<file path="config.mk">
export PLATFORM = sky130hd
export DESIGN_NAME = tx_accesscode_flat
export DESIGN_NICKNAME = d
export VERILOG_FILES = /design/src/rtl/tx_accesscode_if.sv /design/src/rtl/tx_accesscode.sv /design/src/flat_wrapper.sv
export SDC_FILE = /design/constraint.sdc
export NUM_CORES = 1
export LEC_CHECK = 0
export ABC_CLOCK_PERIOD_IN_PS = 4550
export CORE_UTILIZATION = 57
export CTS_CLUSTER_SIZE = 28
export DETAILED_ROUTE_END_ITERATION = 7
export DONT_BUFFER_PORTS = 1
export HOLD_SLACK_MARGIN = 0.06
export MAX_ROUTING_LAYER = met4
export PLACE_DENSITY = 0.72
export REMOVE_ABC_BUFFERS = 1
export SETUP_SLACK_MARGIN = 0.02
export SLEW_MARGIN = 10
export SYNTH_ARGS = -nofsm -noshare
export SYNTH_HDL_FRONTEND = slang
export SYNTH_SLANG_ARGS = --single-unit
</file>
<file path="constraint.sdc">
create_clock -name clk_6M -period 4.55 [get_ports clk_6M]
set_input_delay 0.455 -clock clk_6M [delete_from_list [all_inputs] [get_ports clk_6M]]
set_output_delay 0.455 -clock clk_6M [all_outputs]
set_load 0.005 [all_outputs]
</file>
<file path="src/rtl/tx_accesscode_if.sv">
// rtl/tx_accesscode_if.sv - link-controller / modulator bus for the access-code serializer
interface tx_accesscode_if;
  logic        p_1us;
  logic        tx_st_p;
  logic [63:0] tx_sync;
  logic        trailer_en;
  logic        tx_abort;
  logic        tx_bit;
  logic        tx_active;
  logic [6:0]  tx_bitcnt;
  logic        tx_ac_done_p;
  logic        tx_halftslotdly_endp;
  logic        tx_tslotdly_endp;

  modport master (
    output p_1us, tx_st_p, tx_sync, trailer_en, tx_abort,
    input  tx_bit, tx_active, tx_bitcnt, tx_ac_done_p,
           tx_halftslotdly_endp, tx_tslotdly_endp
  );

  modport slave (
    input  p_1us, tx_st_p, tx_sync, trailer_en, tx_abort,
    output tx_bit, tx_active, tx_bitcnt, tx_ac_done_p,
           tx_halftslotdly_endp, tx_tslotdly_endp
  );
endinterface

</file>
<file path="src/rtl/tx_accesscode.sv">
// rtl/tx_accesscode.sv - access-code serializer (preamble, LSB-first sync word, optional trailer) with TX slot timer
module tx_accesscode #(
  parameter logic [9:0] SLOT_TC = 10'd624,
  parameter logic [9:0] HALF_TC = 10'd312
) (
  input  logic           clk_6M,
  input  logic           rstz,
  tx_accesscode_if.slave bus
);

  typedef enum logic [2:0] {S_IDLE, S_ARMED, S_PRE, S_SYNC, S_TRL} state_t;

  state_t      r_state, w_nxt_state;
  logic [63:0] r_sr, w_nxt_sr;
  logic        r_trl, w_nxt_trl;
  logic        r_bit, w_nxt_bit;
  logic        r_active, w_nxt_active;
  logic [6:0]  r_bitcnt, w_nxt_bitcnt;
  logic        r_done, w_nxt_done;
  logic        r_slot_run;
  logic [9:0]  r_slot_cnt;
  logic        w_accept;

  assign w_accept = (r_state == S_IDLE) & bus.tx_st_p & ~bus.tx_abort;

  always_ff @(posedge clk_6M or negedge rstz) begin
    if (!rstz) begin
      r_state  <= S_IDLE;
      r_sr     <= '0;
      r_trl    <= 1'b0;
      r_bit    <= 1'b0;
      r_active <= 1'b0;
      r_bitcnt <= '0;
      r_done   <= 1'b0;
    end else begin
      r_state  <= w_nxt_state;
      r_sr     <= w_nxt_sr;
      r_trl    <= w_nxt_trl;
      r_bit    <= w_nxt_bit;
      r_active <= w_nxt_active;
      r_bitcnt <= w_nxt_bitcnt;
      r_done   <= w_nxt_done;
    end
  end

  // r_sr[0] is always the sync bit for the current position; after 63 shifts it holds sync[63] for the trailer
  always_comb begin
    w_nxt_state  = r_state;
    w_nxt_sr     = r_sr;
    w_nxt_trl    = r_trl;
    w_nxt_bit    = r_bit;
    w_nxt_active = r_active;
    w_nxt_bitcnt = r_bitcnt;
    w_nxt_done   = 1'b0;
    if (bus.tx_abort) begin
      w_nxt_state  = S_IDLE;
      w_nxt_bit    = 1'b0;
      w_nxt_active = 1'b0;
      w_nxt_bitcnt = '0;
    end else begin
      case (r_state)
        S_IDLE: begin
          if (bus.tx_st_p) begin
            w_nxt_state = S_ARMED;
            w_nxt_sr    = bus.tx_sync;
            w_nxt_trl   = bus.trailer_en;
          end
        end
        S_ARMED: begin
          if (bus.p_1us) begin
            w_nxt_state  = S_PRE;
            w_nxt_bit    = r_sr[0];
            w_nxt_bitcnt = '0;
            w_nxt_active = 1'b1;
          end
        end
        S_PRE: begin
          if (bus.p_1us) begin
            w_nxt_bitcnt = r_bitcnt + 7'd1;
            if (r_bitcnt == 7'd3) begin
              w_nxt_state = S_SYNC;
              w_nxt_bit   = r_sr[0];
            end else begin
              w_nxt_bit = ~r_bit;
            end
          end
        end
        S_SYNC: begin
          if (bus.p_1us) begin
            if (r_bitcnt == 7'd67) begin
              if (r_trl) begin
                w_nxt_state  = S_TRL;
                w_nxt_bit    = ~r_sr[0];
                w_nxt_bitcnt = 7'd68;
              end else begin
                w_nxt_state  = S_IDLE;
                w_nxt_bit    = 1'b0;
                w_nxt_active = 1'b0;
                w_nxt_bitcnt = '0;
                w_nxt_done   = 1'b1;
              end
            end else begin
              w_nxt_sr     = {1'b0, r_sr[63:1]};
              w_nxt_bit    = r_sr[1];
              w_nxt_bitcnt = r_bitcnt + 7'd1;
            end
          end
        end
        S_TRL: begin
          if (bus.p_1us) begin
            if (r_bitcnt == 7'd71) begin
              w_nxt_state  = S_IDLE;
              w_nxt_bit    = 1'b0;
              w_nxt_active = 1'b0;
              w_nxt_bitcnt = '0;
              w_nxt_done   = 1'b1;
            end else begin
              w_nxt_bit    = ~r_bit;
              w_nxt_bitcnt = r_bitcnt + 7'd1;
            end
          end
        end
        default: begin
          w_nxt_state = S_IDLE;
        end
      endcase
    end
  end

  // Slot timer keeps running after the access code ends; only abort or reset stops it
  always_ff @(posedge clk_6M or negedge rstz) begin
    if (!rstz) begin
      r_slot_run <= 1'b0;
      r_slot_cnt <= '0;
    end else if (bus.tx_abort) begin
      r_slot_run <= 1'b0;
      r_slot_cnt <= '0;
    end else if (w_accept) begin
      r_slot_run <= 1'b1;
      r_slot_cnt <= '0;
    end else if (r_slot_run && bus.p_1us) begin
      r_slot_cnt <= (r_slot_cnt == SLOT_TC) ? 10'd0 : r_slot_cnt + 10'd1;
    end
  end

  assign bus.tx_bit               = r_bit;
  assign bus.tx_active            = r_active;
  assign bus.tx_bitcnt            = r_bitcnt;
  assign bus.tx_ac_done_p         = r_done;
  assign bus.tx_halftslotdly_endp = r_slot_run & bus.p_1us & (r_slot_cnt == HALF_TC);
  assign bus.tx_tslotdly_endp     = r_slot_run & bus.p_1us & (r_slot_cnt == SLOT_TC);

endmodule
</file>
<file path="src/flat_wrapper.sv">
// flat-port wrapper written by rule: the top's interface ports become plain ports
module tx_accesscode_flat 
#(
  parameter logic [9:0] SLOT_TC = 10'd624,
  parameter logic [9:0] HALF_TC = 10'd312
)
  (clk_6M, rstz, bus_p_1us, bus_tx_st_p, bus_tx_sync, bus_trailer_en, bus_tx_abort, bus_tx_bit, bus_tx_active, bus_tx_bitcnt, bus_tx_ac_done_p, bus_tx_halftslotdly_endp, bus_tx_tslotdly_endp);
  tx_accesscode_if bus_i ();
  input  logic clk_6M;
  input  logic rstz;
  input wire logic [$bits(bus_i.p_1us)-1:0] bus_p_1us;
  input wire logic [$bits(bus_i.tx_st_p)-1:0] bus_tx_st_p;
  input wire logic [$bits(bus_i.tx_sync)-1:0] bus_tx_sync;
  input wire logic [$bits(bus_i.trailer_en)-1:0] bus_trailer_en;
  input wire logic [$bits(bus_i.tx_abort)-1:0] bus_tx_abort;
  output wire logic [$bits(bus_i.tx_bit)-1:0] bus_tx_bit;
  output wire logic [$bits(bus_i.tx_active)-1:0] bus_tx_active;
  output wire logic [$bits(bus_i.tx_bitcnt)-1:0] bus_tx_bitcnt;
  output wire logic [$bits(bus_i.tx_ac_done_p)-1:0] bus_tx_ac_done_p;
  output wire logic [$bits(bus_i.tx_halftslotdly_endp)-1:0] bus_tx_halftslotdly_endp;
  output wire logic [$bits(bus_i.tx_tslotdly_endp)-1:0] bus_tx_tslotdly_endp;
  assign bus_i.p_1us = bus_p_1us;
  assign bus_i.tx_st_p = bus_tx_st_p;
  assign bus_i.tx_sync = bus_tx_sync;
  assign bus_i.trailer_en = bus_trailer_en;
  assign bus_i.tx_abort = bus_tx_abort;
  assign bus_tx_bit = bus_i.tx_bit;
  assign bus_tx_active = bus_i.tx_active;
  assign bus_tx_bitcnt = bus_i.tx_bitcnt;
  assign bus_tx_ac_done_p = bus_i.tx_ac_done_p;
  assign bus_tx_halftslotdly_endp = bus_i.tx_halftslotdly_endp;
  assign bus_tx_tslotdly_endp = bus_i.tx_tslotdly_endp;
  tx_accesscode #(.SLOT_TC(SLOT_TC), .HALF_TC(HALF_TC)) u_core (.clk_6M(clk_6M), .rstz(rstz), .bus(bus_i));
endmodule
</file>
## Word-level counts from Yosys, hierarchy flattened

Cells that the tools add are included.
W data, S select, Z words.

- Muxes and demuxes: 55
- Bitwise gates (word level): 8
- Eq/ne operators: 21
- Add/subtract/negate cells: 2
- Reduce and logical (&&, ||, !) cells: 12

Operators with widths:

| kind | number |
|---|---|
| $mux W64 | 3 |
| $pmux W64 S2 | 1 |
| $mux W7 | 8 |
| $mux W10 | 4 |
| $mux W3 | 10 |
| $pmux W7 S4 | 1 |
| $mux W1 | 24 |
| $ne A3 B3 Y1 const B | 6 |
| $pmux W3 S5 | 1 |
| $eq A7 B7 Y1 const B | 2 |
| $add A10 B1 Y10 const B | 1 |
| $eq A10 B10 Y1 const B | 1 |
| $eq A10 B9 Y1 const B | 1 |
| $reduce_and A5 Y1 | 2 |
| $ne A3 B2 Y1 const B | 3 |
| $reduce_and A8 Y1 | 1 |
| $add A7 B1 Y7 const B | 1 |
| $eq A7 B2 Y1 const B | 1 |
| $reduce_and A7 Y1 | 1 |
| $eq A3 B2 Y1 const B | 2 |
| $ne A2 B2 Y1 const B | 3 |
| $and A1 B1 Y1 | 5 |
| $reduce_bool A5 Y1 | 1 |
| $pmux W1 S4 | 1 |
| other kinds (11) | 14 |

- Word-level logic and storage cells: 107
- Flip-flop bits (word level): 89
- Output and inout port bits: 12

## Longest topological paths before layout

- Word-level depth: 6
- Gate-level depth with buffers: 8

## Worst setup path before layout

OpenSTA, ideal clock, no wires.

- Path type: reg-to-reg
- Start point: register u_core.r_slot_cnt[0]
- End point: register u_core.r_slot_cnt[3]
- Buffers on the path: 2
- Setup slack: 2.541 ns
- Library setup time: 0.139 ns
- Stages on the path, launching flop included: 9
- Required time: 4.411 ns
- Clock period less this slack: 2.009 ns
- Arrival time: 1.870 ns
- Path through: dfrtp_1 inv_1 ha_1 nor3b_1 or4b_2 clkbuf_1 buf_2 a31oi_1 a31oi_1

- Word-level cells in the longest chain between the ends: 5

Ends and longest elaborated chain:

| item | RTL line | RTL |
|---|---|---|
| start: declaration | tx_accesscode.sv:21 | `logic [9:0] r_slot_cnt;` |
| start signal: assignment | tx_accesscode.sv:142 | `r_slot_cnt <= (r_slot_cnt == SLOT_TC) ? 10'd0 : r_slot_cnt + 10'd1;` |
| $add A10 B1 Y10 / $eq A10 B10 Y1 (equally long branches) | tx_accesscode.sv:142 |  |
| $mux W10 (*) | tx_accesscode.sv:142 |  |
| $mux W10 (*) | tx_accesscode.sv:141 | `end else if (r_slot_run && bus.p_1us) begin` |
| $mux W10 (*) | tx_accesscode.sv:138 | `end else if (w_accept) begin` |
| $mux W10 (*) | tx_accesscode.sv:135 | `end else if (bus.tx_abort) begin` |

Mark *: on every way between the ends. The rest lies on a longest branch, timed or not. The select of a mux whose other input is x is not followed.
A chain may end at the register's enable or synchronous reset.

## Worst setup path after layout

- Start point: register u_core.r_state[1]
- End point: register u_core.r_sr[32]

- Word-level cells in the longest chain between the ends: 3

Ends and longest elaborated chain:

| item | RTL line | RTL |
|---|---|---|
| start: declaration | tx_accesscode.sv:13 | `state_t r_state, w_nxt_state;` |
| start signal: assignment | tx_accesscode.sv:36 | `r_state <= w_nxt_state;` |
| $eq A3 B2 Y1 / $logic_not A3 Y1 (equally long branches) | tx_accesscode.sv:61 | `case (r_state)` |
| $ne A2 B2 Y1 (no source line) / $reduce_bool A2 Y1 (equally long branches) | - |  |
| $reduce_and A5 Y1 (no source line) | - |  |
| end signal: assignment | tx_accesscode.sv:37 | `r_sr <= w_nxt_sr;` |
| end: declaration | tx_accesscode.sv:14 | `logic [63:0] r_sr, w_nxt_sr;` |

Several ways; a longest one is shown, not always the timed one.

==> flow_metrics.tcl <==
set metrics [dict create \
    cts_tree "built" \
    cts.clk_slew.worst_paths_ps 100 \
    p_leak_nw 2.274 \
    crit_fanout 64 \
    slew_violations 0 \
    ys_ff_latch 89 \
    status "finished, final reports clean" \
    drcViolationCount 0 \
    via_per_inst 5.808 \
    core_area_um2 8217 \
    grt_first_pass_wirelength_mm 16.10 \
    ir_drop_uv 153.9 \
    synth_top_area_share_pct 46.23 \
    drtPass1Iterations 4 \
    cts-resized-gates 0 \
    rsz0062_at_grt "false" \
    required_ps 4790 \
    gp_congestion 0.8756 \
    cts_setup_buffers 0 \
    min_period_over_period_pct 54.87 \
    initial_core_util_pct 58.63 \
    end_kind "flop" \
    synth-seq-area-share_pct 46.23 \
    drv_cap 0 \
    cts_made_buffers 9 \
    fin_util_pct 61.69 \
    ys_types 52 \
    yosysTopAreaCell "dfrtp_1" \
    cts_hold_buf 2 \
    fin_skew_ps 14.29 \
    wl_met3_um 551 \
    synth.most_common_cell "nand2_1" \
    start_kind "flop" \
    crit_arrival_ps 2740 \
    power_mw 1.845 \
    hpwl_mm 6.194 \
    grt_overflow 0 \
    synth_cells 533 \
    drive_gt1_share_pct 18.23 \
    critPathKind "flop to flop" \
    grt.total_usage_pct 23.98 \
    met2_length_mm 4.672 \
    avgSynthCellArea_um2 9.038 \
    finalSetupViolCount 0 \
    r2r_cells 4 \
    row_count 33 \
    tightest_slew_ps 792.0 \
    highest_layer "met4" \
    r2r_slack_ps 2050 \
    synth_area_leaders "dfrtp_1 46%, mux2_2 15%, nand2_1 15%" \
    fin_tns_setup_ps 0 \
    reg2reg_from "u_core.r_state[1]" \
    cts_buffer_depth 2 \
    die_x_um 93.93 \
    grt_max_degree 90 \
    clkLatencyLatePin_ps 360 \
    vias 3636 \
    ctsRootBufferMaster "clkbuf_8" \
    antenna_found_initial 0 \
    worstReg2RegEnd "u_core.r_sr[32]" \
    dieArea_um2 8823 \
    dp_slack_ps 2062 \
    min_to "u_core.r_state[2]" \
    avgRoutedWirePerCell_um 15.19 \
    fp.dieH_um 93.93 \
    powerDensity_nw_per_um2 364.1 \
    relSlewSlack_pct 47.20 \
    fin_nets 589 \
    wirelength_mm 9.506 \
    diodes 0 \
    syn2layout_area_growth_pct 5.221 \
    ioPinCount 82 \
    ys_top_cells_by_count "194 x nand2_1, 89 x dfrtp_1, 66 x mux2_2" \
    fill_cells 710 \
    timing.fmax_mhz 400.5 \
    synth-warning-count 0 \
    ant_nets 0 \
    synth_edf_count 0 \
    io_buffer_count 0 \
    layout_setup_ws_ps 2053 \
    async_reset_ff_share_pct 100.0 \
    htreeDepth 3 \
    hold_violations 0 \
    drt_iter0_drc 184 \
    grt_pass1_vias 3563 \
    hold_path_class "input port to flop" \
    syn_area_um2 4817 \
    clkSinkCount 89 \
    post-route-min-period_ps 2497 \
    hp-start "bus_tx_abort" \
    synthFlopType "dfrtp_1" \
    hold_depth 1 \
    drt-met1-wl_mm 4.211 \
]
[logic make-up (layout without fill, tap and decap cells)]
logic type | Yosys count | in the layout | share of synthesized area, %
flip-flops | 89 | 89 | 46.23
multiplexers | 66 | 66 | 15.43
AND/OR/NAND/NOR | 274 | 274 | 24.86
AO/OA/AOI/OAI | 59 | 59 | 8.884
adder cells (fa/ha/maj) | 3 | 3 | 0.7793
XOR/XNOR | 1 | 1 | 0.1819
buffers and inverters | 41 | 29 | 3.636
[state kept, by name, indices dropped and copies added (netlist names)]
| signal | cells |
|---|---|
| u_core.r_sr | 64 |
| u_core.r_slot_cnt | 10 |
| u_core.bus.tx_bitcnt | 7 |
| u_core.r_state | 3 |
| u_core.bus.tx_ac_done_p | 1 |
| u_core.bus.tx_active | 1 |
| u_core.bus.tx_bit | 1 |
| u_core.r_slot_run | 1 |
| u_core.r_trl | 1 |
[stage by stage]
stage	instances	hold WS (ps)	cell area [µm²]
floorplan	499	159.4	4668
global placement	608	161.2	4831
detailed placement	608	161.7	4831
CTS	626	130.5	5069
global route	626	127.0	5069
finish	626	149.8	5069
[routing by layer]
metal	up-vias	GRT usage (%)
met5	-	-
met2	103	39.78
met4	0	8.462
li1	1789	-
met1	1739	29.36
met3	5	4.612
[layout by cell type (no fill, tap or decap), drive strengths merged, types with 2 or more instances in the layout]
cell,n
a2111o,2
a2111oi,3
a211oi,3
a21oi,9
a221o,3
a31oi,13
and2,5
and3,6
buf,5
clkbuf,9
clkinv,2
clkinvlp,2
dfrtp,89
ha,3
inv,9
mux2,66
nand2,194
nand2b,2
nand3,19
nand4,4
nor2,14
nor2b,5
nor3,4
nor3b,5
nor4,4
o211ai,2
o21ai,12
o31a,2
or2,3
or3,3
or4b,2
[how the worst max path moves through the flow]
stage / to / slack, ps / start
6_report: u_core.r_sr[32] / 2050 / u_core.r_state[1]
5_1_grt: u_core.bus.tx_bit / 1890 / u_core.r_state[2]
4_1_cts: u_core.r_sr[32] / 2050 / u_core.r_state[1]
3_5_place_dp: u_core.r_sr[32] / 2060 / u_core.r_state[1]
3_3_place_gp: u_core.r_sr[2] / 2110 / u_core.r_state[0]
2_1_floorplan: u_core.r_sr[0] / 790 / u_core.r_state[0]
[critical path: stages (launching register included)]
cell and delay, ps:
dfrtp_1 520, or4b_1 640, a21oi_4 140, buf_4 640, mux2_2 420
[where the power goes]
group          switching (mW)  internal [mW]  leakage, nW  total, mW
clock                   0.293          0.258       0.0962      0.551
combinational           0.117          0.156         1.08      0.272
sequential             0.0834          0.939         1.09       1.02
total                   0.493           1.35         2.27       1.85
[cell type report]
type / count / area (µm²) / area share, %
Tap cell: 105 / 131.4 / 2.592
Multi-Input combinational cell: 403 / 2416 / 47.67
Inverter: 7 / 26.28 / 0.5184
Clock buffer: 9 / 123.9 / 2.444
Sequential cell: 89 / 2227 / 43.94
Clock inverter: 7 / 76.32 / 1.506
Timing Repair Buffer: 6 / 67.56 / 1.333
No activity file was read; power rests on OpenSTA's default activity.
